==> config.mk <==
export PLATFORM = sky130hd
export DESIGN_NAME = ysyx_22050039_core_ctrl_flat
export DESIGN_NICKNAME = d
export VERILOG_FILES = /design/src/rtl/ysyx_22050039_core_ctrl_pkg.sv /design/src/rtl/ysyx_22050039_core_ctrl_if.sv /design/src/rtl/ysyx_22050039_timeout_cnt.sv /design/src/rtl/ysyx_22050039_core_ctrl.sv /design/src/flat_wrapper.sv
export SDC_FILE = /design/constraint.sdc
export NUM_CORES = 1
export LEC_CHECK = 0
export CAP_MARGIN = 20
export CORE_AREA = 2 2 92 112
export DETAILED_ROUTE_END_ITERATION = 16
export DIE_AREA = 0 0 94 114
export PLACE_DENSITY = 0.71
export SYNTH_ARGS = -nofsm -noshare
export SYNTH_HDL_FRONTEND = slang
export SYNTH_SLANG_ARGS = --single-unit
==> constraint.sdc <==
create_clock -name clk -period 4.01 [get_ports clk]
set_clock_uncertainty 0.1 [all_clocks]
set_input_delay 0.401 -clock clk [delete_from_list [all_inputs] [get_ports clk]]
set_output_delay 0.401 -clock clk [all_outputs]
set_load 0.005 [all_outputs]
==> src/rtl/ysyx_22050039_core_ctrl_pkg.sv <==
// Shared encodings for the core sequencer: FSM states, decoder func codes
// and trap causes.
package ysyx_22050039_core_ctrl_pkg;

  typedef enum logic [2:0] {
    ST_IDLE   = 3'd0,
    ST_FETCH  = 3'd1,
    ST_DECODE = 3'd2,
    ST_EXEC   = 3'd3,
    ST_MEM    = 3'd4,
    ST_WB     = 3'd5,
    ST_HALT   = 3'd6,
    ST_TRAP   = 3'd7
  } state_t;

  localparam logic [2:0] FUNC_ADDI   = 3'd0;
  localparam logic [2:0] FUNC_JALR   = 3'd1;
  localparam logic [2:0] FUNC_AUIPC  = 3'd2;
  localparam logic [2:0] FUNC_LUI    = 3'd3;
  localparam logic [2:0] FUNC_SD     = 3'd4;
  localparam logic [2:0] FUNC_JAL    = 3'd5;
  localparam logic [2:0] FUNC_EBREAK = 3'd6;
  localparam logic [2:0] FUNC_INV    = 3'd7;

  localparam logic [1:0] CAUSE_NONE   = 2'd0;
  localparam logic [1:0] CAUSE_INV    = 2'd1;
  localparam logic [1:0] CAUSE_IF_TO  = 2'd2;
  localparam logic [1:0] CAUSE_MEM_TO = 2'd3;

  // States that wait on a bus ack and are therefore guarded by the timeout.
  function automatic logic is_wait_state(input state_t s);
    return (s == ST_FETCH) || (s == ST_MEM);
  endfunction

endpackage

==> src/rtl/ysyx_22050039_core_ctrl_if.sv <==
// Fetch/memory/decoder/status bundle between the sequencer (master) and the
// rest of the core (slave).
interface ysyx_22050039_core_ctrl_if #(
  parameter int XLEN = 64
) ();
  logic            if_req;
  logic            if_ack;
  logic            inst_en;
  logic [2:0]      func;
  logic            dec_pc_wen;
  logic            mem_req;
  logic            mem_wen;
  logic            mem_ack;
  logic            reg_wen;
  logic            pc_wen;
  logic            pc_sel;
  logic            halt;
  logic            trap;
  logic [1:0]      trap_cause;
  logic [XLEN-1:0] instret;

  modport master (
    output if_req, inst_en, mem_req, mem_wen, reg_wen, pc_wen, pc_sel,
           halt, trap, trap_cause, instret,
    input  if_ack, func, dec_pc_wen, mem_ack
  );

  modport slave (
    input  if_req, inst_en, mem_req, mem_wen, reg_wen, pc_wen, pc_sel,
           halt, trap, trap_cause, instret,
    output if_ack, func, dec_pc_wen, mem_ack
  );
endinterface

==> src/rtl/ysyx_22050039_timeout_cnt.sv <==
// Clearable wait counter; expired fires on the TIMEOUT-th consecutive
// enabled cycle without an ack.
module ysyx_22050039_timeout_cnt #(
  parameter int TIMEOUT = 16,
  parameter int TO_W    = 5
) (
  input  logic clk,
  input  logic rst,
  input  logic i_clr,
  input  logic i_en,
  input  logic i_ack,
  output logic o_expired
);
  logic [TO_W-1:0] r_cnt;

  assign o_expired = i_en && !i_ack && (r_cnt == TO_W'(TIMEOUT - 1));

  always_ff @(posedge clk or posedge rst) begin
    if (rst) begin
      r_cnt <= '0;
    end else if (i_clr) begin
      r_cnt <= '0;
    end else if (i_en && !i_ack) begin
      r_cnt <= r_cnt + 1'b1;
    end
  end
endmodule

==> src/rtl/ysyx_22050039_core_ctrl.sv <==
// Multi-cycle sequencer: fetch handshake, decode latch, store handshake,
// writeback strobes, retire counting and halt/trap stop states.
module ysyx_22050039_core_ctrl
  import ysyx_22050039_core_ctrl_pkg::*;
#(
  parameter int XLEN    = 64,
  parameter int TIMEOUT = 16,
  parameter int TO_W    = 5
) (
  input  logic                              clk,
  input  logic                              rst,
  input  logic                              start,
  ysyx_22050039_core_ctrl_if.master         bus
);
  state_t          r_state, w_state_next;
  logic [2:0]      r_func;
  logic            r_pc_wen;
  logic [1:0]      r_cause, w_cause_next;
  logic [XLEN-1:0] r_instret;
  logic            w_to_en, w_to_ack, w_to_clr, w_expired;

  assign w_to_en  = is_wait_state(r_state);
  assign w_to_ack = (r_state == ST_FETCH) ? bus.if_ack : bus.mem_ack;
  assign w_to_clr = is_wait_state(w_state_next) && (w_state_next != r_state);

  ysyx_22050039_timeout_cnt #(
    .TIMEOUT (TIMEOUT),
    .TO_W    (TO_W)
  ) u_timeout (
    .clk       (clk),
    .rst       (rst),
    .i_clr     (w_to_clr),
    .i_en      (w_to_en),
    .i_ack     (w_to_ack),
    .o_expired (w_expired)
  );

  always_ff @(posedge clk or posedge rst) begin
    if (rst) begin
      r_state   <= ST_IDLE;
      r_func    <= '0;
      r_pc_wen  <= 1'b0;
      r_cause   <= CAUSE_NONE;
      r_instret <= '0;
    end else begin
      r_state <= w_state_next;
      if (r_state == ST_DECODE) begin
        r_func   <= bus.func;
        r_pc_wen <= bus.dec_pc_wen;
      end
      if ((w_state_next == ST_TRAP) && (r_state != ST_TRAP)) begin
        r_cause <= w_cause_next;
      end
      if (r_state == ST_WB) begin
        r_instret <= r_instret + 1'b1;
      end
    end
  end

  always_comb begin
    w_state_next   = r_state;
    w_cause_next   = CAUSE_NONE;
    bus.if_req     = 1'b0;
    bus.inst_en    = 1'b0;
    bus.mem_req    = 1'b0;
    bus.mem_wen    = 1'b0;
    bus.reg_wen    = 1'b0;
    bus.pc_wen     = 1'b0;
    bus.pc_sel     = 1'b0;
    bus.halt       = 1'b0;
    bus.trap       = 1'b0;
    case (r_state)
      ST_IDLE: begin
        if (start) w_state_next = ST_FETCH;
      end
      ST_FETCH: begin
        bus.if_req = 1'b1;
        // An ack on the expiry cycle still wins over the timeout.
        if (bus.if_ack) begin
          bus.inst_en  = 1'b1;
          w_state_next = ST_DECODE;
        end else if (w_expired) begin
          w_state_next = ST_TRAP;
          w_cause_next = CAUSE_IF_TO;
        end
      end
      ST_DECODE: begin
        if (bus.func == FUNC_EBREAK) begin
          w_state_next = ST_HALT;
        end else if (bus.func == FUNC_INV) begin
          w_state_next = ST_TRAP;
          w_cause_next = CAUSE_INV;
        end else begin
          w_state_next = ST_EXEC;
        end
      end
      ST_EXEC: begin
        w_state_next = (r_func == FUNC_SD) ? ST_MEM : ST_WB;
      end
      ST_MEM: begin
        bus.mem_req = 1'b1;
        bus.mem_wen = 1'b1;
        if (bus.mem_ack) begin
          w_state_next = ST_WB;
        end else if (w_expired) begin
          w_state_next = ST_TRAP;
          w_cause_next = CAUSE_MEM_TO;
        end
      end
      ST_WB: begin
        bus.pc_wen   = 1'b1;
        bus.pc_sel   = r_pc_wen;
        bus.reg_wen  = (r_func != FUNC_SD);
        w_state_next = ST_FETCH;
      end
      ST_HALT: bus.halt = 1'b1;
      ST_TRAP: bus.trap = 1'b1;
      default: w_state_next = ST_IDLE;
    endcase
  end

  assign bus.trap_cause = (r_state == ST_TRAP) ? r_cause : CAUSE_NONE;
  assign bus.instret    = r_instret;
endmodule

==> src/flat_wrapper.sv <==
// flat-port wrapper written by rule: the top's interface ports become plain ports
module ysyx_22050039_core_ctrl_flat import ysyx_22050039_core_ctrl_pkg::*;
#(
  parameter int XLEN    = 64,
  parameter int TIMEOUT = 16,
  parameter int TO_W    = 5
)
  (clk, rst, start, bus_if_req, bus_inst_en, bus_mem_req, bus_mem_wen, bus_reg_wen, bus_pc_wen, bus_pc_sel, bus_halt, bus_trap, bus_trap_cause, bus_instret, bus_if_ack, bus_func, bus_dec_pc_wen, bus_mem_ack);
  ysyx_22050039_core_ctrl_if #(.XLEN(XLEN)) bus_i ();
  input  logic clk;
  input  logic rst;
  input  logic start;
  output wire logic [$bits(bus_i.if_req)-1:0] bus_if_req;
  output wire logic [$bits(bus_i.inst_en)-1:0] bus_inst_en;
  output wire logic [$bits(bus_i.mem_req)-1:0] bus_mem_req;
  output wire logic [$bits(bus_i.mem_wen)-1:0] bus_mem_wen;
  output wire logic [$bits(bus_i.reg_wen)-1:0] bus_reg_wen;
  output wire logic [$bits(bus_i.pc_wen)-1:0] bus_pc_wen;
  output wire logic [$bits(bus_i.pc_sel)-1:0] bus_pc_sel;
  output wire logic [$bits(bus_i.halt)-1:0] bus_halt;
  output wire logic [$bits(bus_i.trap)-1:0] bus_trap;
  output wire logic [$bits(bus_i.trap_cause)-1:0] bus_trap_cause;
  output wire logic [$bits(bus_i.instret)-1:0] bus_instret;
  input wire logic [$bits(bus_i.if_ack)-1:0] bus_if_ack;
  input wire logic [$bits(bus_i.func)-1:0] bus_func;
  input wire logic [$bits(bus_i.dec_pc_wen)-1:0] bus_dec_pc_wen;
  input wire logic [$bits(bus_i.mem_ack)-1:0] bus_mem_ack;
  assign bus_if_req = bus_i.if_req;
  assign bus_inst_en = bus_i.inst_en;
  assign bus_mem_req = bus_i.mem_req;
  assign bus_mem_wen = bus_i.mem_wen;
  assign bus_reg_wen = bus_i.reg_wen;
  assign bus_pc_wen = bus_i.pc_wen;
  assign bus_pc_sel = bus_i.pc_sel;
  assign bus_halt = bus_i.halt;
  assign bus_trap = bus_i.trap;
  assign bus_trap_cause = bus_i.trap_cause;
  assign bus_instret = bus_i.instret;
  assign bus_i.if_ack = bus_if_ack;
  assign bus_i.func = bus_func;
  assign bus_i.dec_pc_wen = bus_dec_pc_wen;
  assign bus_i.mem_ack = bus_mem_ack;
  ysyx_22050039_core_ctrl #(.XLEN(XLEN), .TIMEOUT(TIMEOUT), .TO_W(TO_W)) u_core (.clk(clk), .rst(rst), .start(start), .bus(bus_i));
endmodule
* After elaboration in Yosys (flattened, before gate mapping)
Index checks and enable logic that the tools add are counted.
** Storage, ports and cells
- Logic and storage cells :: 62
- Register bits :: 78
- Bits of input ports :: 9
- Output and inout bits :: 75
** Cells by class
- Equality and inequality tests :: 17
- Muxes and demuxes :: 28
- Reduce and logical (&&, ||, !) cells :: 9
- Add/subtract/negate cells :: 2
** Operator list (number)
- $add 64x1->64 const B :: 1
- $eq 3x3->1 const B :: 9
- $mux 3 :: 6
- $pmux 3 s6 :: 1
- $mux 1 :: 12
- $mux 2 :: 6
- $mux 5 :: 2
- $eq 3x1->1 const B :: 2
- $eq 3x2->1 const B :: 2
- $ne 3x3->1 const B :: 2
- $pmux 2 s3 :: 1
- $add 5x1->5 const B :: 1
- $eq 5x4->1 const B :: 1
- $logic_and 1x1->1 :: 4
- $logic_not 3->1 :: 1
- $ne 3x3->1 :: 1
- $logic_or 1x1->1 :: 2
- $reduce_bool 2->1 :: 1
- $logic_not 1->1 :: 1

* Logic depth before layout (Yosys ltp)
- Depth in word-level cells :: 12
- Mapped depth :: 8

* Cells and area by module
From an unflattened synthesis, not the netlist that was laid out.
** Second synthesis, totals
- Cell total of the unflattened synthesis :: 352
- Area total of the unflattened synthesis :: 3812.4 um2
** By module, submodules not included
- ysyx_22050039_core_ctrl :: cells each 326, area each 3513.4 um2, seq. area each 1826.8 um2, instances 1
- ysyx_22050039_timeout_cnt :: cells each 26, area each 299.0 um2, seq. area each 125.1 um2, instances 1

* Least setup slack after synthesis
Ideal clock, no wire load.
- Path type :: flip-flop to flip-flop
- From :: reg u_core.u_timeout.r_cnt[0]
- To :: reg u_core.u_timeout.r_cnt[4]
- Clock period less this slack :: 2.114 ns
- Buffers on the path :: 0
- Slack :: 1.896 ns
- Cell stages (with the launch flop) :: 9
- Arrival :: 1.928 ns
- Data required time :: 3.823 ns
- Setup time :: 0.087 ns
- Path through :: dfrtp_1 -> ha_1 -> and3_1 -> ha_1 -> nor2_1 -> o22ai_1 -> a222oi_1 -> o41ai_2 -> a211oi_2
** On the way
- Word-level cells in the longest chain between the ends :: 9
- Elaborated cells between the ends (all ways) :: 15
- Classes of those cells :: add/sub (1); eq/ne (4); mux (6); reduce/logical (4)
** RTL lines
- start: declaration :: RTL line ysyx_22050039_timeout_cnt.sv:14 : logic [TO_W-1:0] r_cnt;
- start signal: assignment :: RTL line ysyx_22050039_timeout_cnt.sv:24 : r_cnt <= r_cnt + 1'b1;
- $eq 5x4->1 :: RTL line ysyx_22050039_timeout_cnt.sv:16 : assign o_expired = i_en && !i_ack && (r_cnt == TO_W'(TIMEOUT - 1));
- $logic_and 1x1->1 :: RTL line ysyx_22050039_timeout_cnt.sv:16
- $mux 3 :: RTL line ysyx_22050039_core_ctrl.sv:82, ysyx_22050039_core_ctrl.sv:105
- $mux 3, on equally long branches :: RTL line ysyx_22050039_core_ctrl.sv:103, ysyx_22050039_core_ctrl.sv:79
- $pmux 3 s6 :: RTL line ysyx_22050039_core_ctrl.sv:72 : case (r_state)
- $eq 3x1->1 or $eq 3x3->1 (tied branches) :: RTL line ysyx_22050039_core_ctrl_pkg.sv:32 : return (s == ST_FETCH) || (s == ST_MEM);
- $logic_or 1x1->1 :: RTL line ysyx_22050039_core_ctrl_pkg.sv:32
- $logic_and 1x1->1 :: RTL line ysyx_22050039_core_ctrl.sv:24 : assign w_to_clr = is_wait_state(w_state_next) && (w_state_next != r_state);
- $mux 5 or $reduce_bool 2->1 (tied branches)
Parallel ways exist; a longest one is shown, timed or not. The select of a mux whose other input is x is not followed.
A chain may end at the register's enable or synchronous reset.

* Worst setup path in the final report
- From :: reg u_core.r_state[0]
- To :: reg u_core.r_instret[60], in the netlist u_core.bus.instret[60]
** On the way
- Word-level cells in the longest chain between the ends :: 1
** RTL lines
- start: declaration :: RTL line ysyx_22050039_core_ctrl.sv:15 : state_t r_state, w_state_next;
- start signal: assignment :: RTL line ysyx_22050039_core_ctrl.sv:46 : r_state <= w_state_next;
- $eq 3x3->1 :: RTL line ysyx_22050039_core_ctrl.sv:54 : if (r_state == ST_WB) begin
- end signal: assignment :: RTL line ysyx_22050039_core_ctrl.sv:55 : r_instret <= r_instret + 1'b1;
- end: declaration :: RTL line ysyx_22050039_core_ctrl.sv:19 : logic [XLEN-1:0] r_instret;
Every way passes these cells.

==> summary.txt <==
Outcome
  – Outcome: completed

Logic synthesis
  – Post-synth ARST share: 1.00
  – Seq/Total Area, Yosys: 0.519
  – Avg Inst Size Synth: 10.6 um2
  – Top FF cell, synth: dfrtp_1
  – Warnings, synthesis: 0
  – #FFs+latches synth: 78
  – Syn Nets: 368
  – Number of distinct library cells after synthesis: 45
  – Synthesized instance count: roughly 360
  – Synthesized area: between 3000 and 4000 um2
  – Post-synth EDFFs: 0

Setup path
  – CP Launch Type: flip-flop
  – Type of the worst setup path: flip-flop to flip-flop
  – WP buf/inv: 0
  – Arr. time, crit path: 2740 ps
  – Max stage delay on crit path: 640 ps
  – Critical path cell sequence: nand4b_1, nor3_2, nand4_2, nor4_1, xor2_1
  – Largest delay share family, worst path: simple AND/OR/NAND/NOR gates
  – Crit path max-delay cell type: dfrtp_1
  – Worst setup EP type: flip-flop
  – Critical path fanouts, max: 17
  – CP Data Required Time: 4170 ps

GRT
  – Initial antenna violation count: 0
  – Total Routing Usage GR: 0.163
  – Gr ovfl total: 0
  – First-pass GRT wire length: 13,800 um
  – Vias in the first global route: roughly 2,900
  – Largest net degree at the start of global routing: 70

Die
  – Initial Util: 0.385
  – IO Count: 84
  – Rows: 40
  – Chip height: 114 um
  – Core footprint: 9760 um2
  – Chip width: 94 um
  – Die area: 10,700 um2

STA
  – Tmin final: 2590 ps
  – Setup_tns: 0 ps
  – Worst Tran Pin Value: 675 ps
  – Maximum clock rate: 0.387 GHz
  – PnR worst setup slack: 1420 ps
  – RSZ-0062 raised after global routing: false
  – Hold Vio Cnt, Final: 0
  – Finish-stage setup viols: 0
  – Max-slew headroom: 0.550
  – Tcrit/Tclk final: 0.645
  – Fin. max-slew vios: 0

Clocking
  – Hold buffer count at cts: 0
  – Post-CTS sizing: 0
  – Reg clk slew, reported paths: 60 ps
  – Clock sink count: 78
  – Clk_lat worst skew: 330 ps
  – Post-CTS Setup Repair Bufs: 0
  – CTS tree: built
  – Max Buffers Root-to-Sink: 2
  – CTS HTree Levels: 3
  – CTS Root Cell: clkbuf_16
  – Cts bufs inserted: 9

Layout
  – Filler instances: 870
  – Syn-to-layout area delta: 33.5%
  – Non-Filler Instances: 574
  – # nets final: roughly 460
  – Final core occ: 0.514
  – Most common cell after layout, fill and taps aside: clkdlybuf4s50_1
  – Post-layout instance area: between 5000 and 6000 um2
  – # diodes: 0
  – Most frequent cells in the layout: 83 x clkdlybuf4s50_1, 78 x dfrtp_1, 33 x xor2_1, 33 x xnor2_1
  – Layout cells sized above 1: 0.0781

Drt
  – Vias per cell: 5.03
  – 1st-pass router iterations: 4
  – Final WL: 8170 um
  – DRC: 0
  – Vias: ~2,900
  – Final ANT Viol Nets: 0
  – Post-DR wirelength/cell: 14.2 um
  – Iteration-0 DRC count of the detailed router: 129

Flow run
  – Max-Cap Viols: 0

Placed design
  – Buffers on Ports: 83
  – Cell total after placement: 558
  – Pre-CTS setup slack: 1420 ps
  – Routability cong.: 0.852
  – Instance area at placement: about 4700 um2
  – DP Wirelength: slightly below 6000 um

Worst hold path
  – Hold crit path type: primary input to async pin

Power
  – Peak supply drop: 360 uV
  – Cell Pwr Density: between 400 and 500 nW/um2
  – Leak Pwr: between 2 and 2.5 nW
[final timing paths]
check	start	endpoint	slack, ps	depth (start not counted)
worst max-delay path	u_core.r_state[0]	u_core.bus.instret[60]	1420	5
worst min-delay path	rst	u_core.r_cause[1]	220	2
worst max register to register	u_core.r_state[0]	u_core.bus.instret[60]	1420	5
worst min register to register	u_core.bus.instret[30]	u_core.bus.instret[30]	390	1
max in group asynchronous	rst	u_core.bus.instret[30]	2920	3
min in group clk	u_core.bus.instret[30]	u_core.bus.instret[30]	390	1
[power breakdown]
group,leakage (nW),switching (mW),internal (mW),total [mW]
sequential,1.06,0.110,0.865,0.975
combinational,1.01,0.207,0.255,0.463
clock,0.142,0.306,0.468,0.774
total,2.22,0.623,1.59,2.21
[metrics by stage]
step | hold slack [ps] | power (mW)
2_1_floorplan | 356 | 1.27
3_3_place_gp | 374 | 1.43
3_5_place_dp | 384 | 1.45
4_1_cts | 222 | 2.23
5_1_grt | 242 | 2.33
6_report | 222 | 2.21
[logic make-up after synthesis]
logic type,share of synthesized area
AND/OR/NAND/NOR,0.243
buffers and inverters,0.0246
XOR/XNOR,0.154
AO/OA/AOI/OAI,0.0346
multiplexers,0.0146
adder cells (fa/ha/maj),0.00998
flip-flops,0.519
[registers in the layout, summed over array words and instances, names as in the netlist]
register and count:
u_core.r_pc_wen 1, u_core.u_timeout.r_cnt 5, u_core.r_func 3, u_core.r_state 3, u_core.bus.instret 64, u_core.r_cause 2
[area by class of cell]
class	instances	area, um2	share of cell area
flip-flops and latches	78	1950	0.389
multi-input cells	255	1720	0.342
repair buffers	84	851	0.169
clock buffers	13	270	0.0538
well taps	126	158	0.0314
inverters	15	56.3	0.0112
clock inverters	3	17.5	0.00349
[synthesized netlist by cell type (4+ instances only)]
cell      instances  area share
nor2_1           32       0.032
dfrtp_1          78        0.52
nor4_1            8       0.013
xnor2_1          33       0.077
mux2_2            4       0.012
clkbuf_1          5      0.0050
nor3b_1           5       0.010
nand2_1          32       0.032
inv_1            15       0.015
and4_1            5       0.012
nand3_1          20       0.027
and2_1            5      0.0083
xor2_1           33       0.077
nor3_1           15       0.020
nand2b_1          4      0.0067
and3_1            6       0.010
nand4_1          16       0.027
[per-layer routing]
layer | GRT usage | share of wire
met1 | 0.207 | 0.43
met2 | 0.260 | 0.49
met3 | 0.0357 | 0.049
met4 | 0.0850 | 0.028
met5 | 0 | 0
Power figures use the tool's default switching activity.
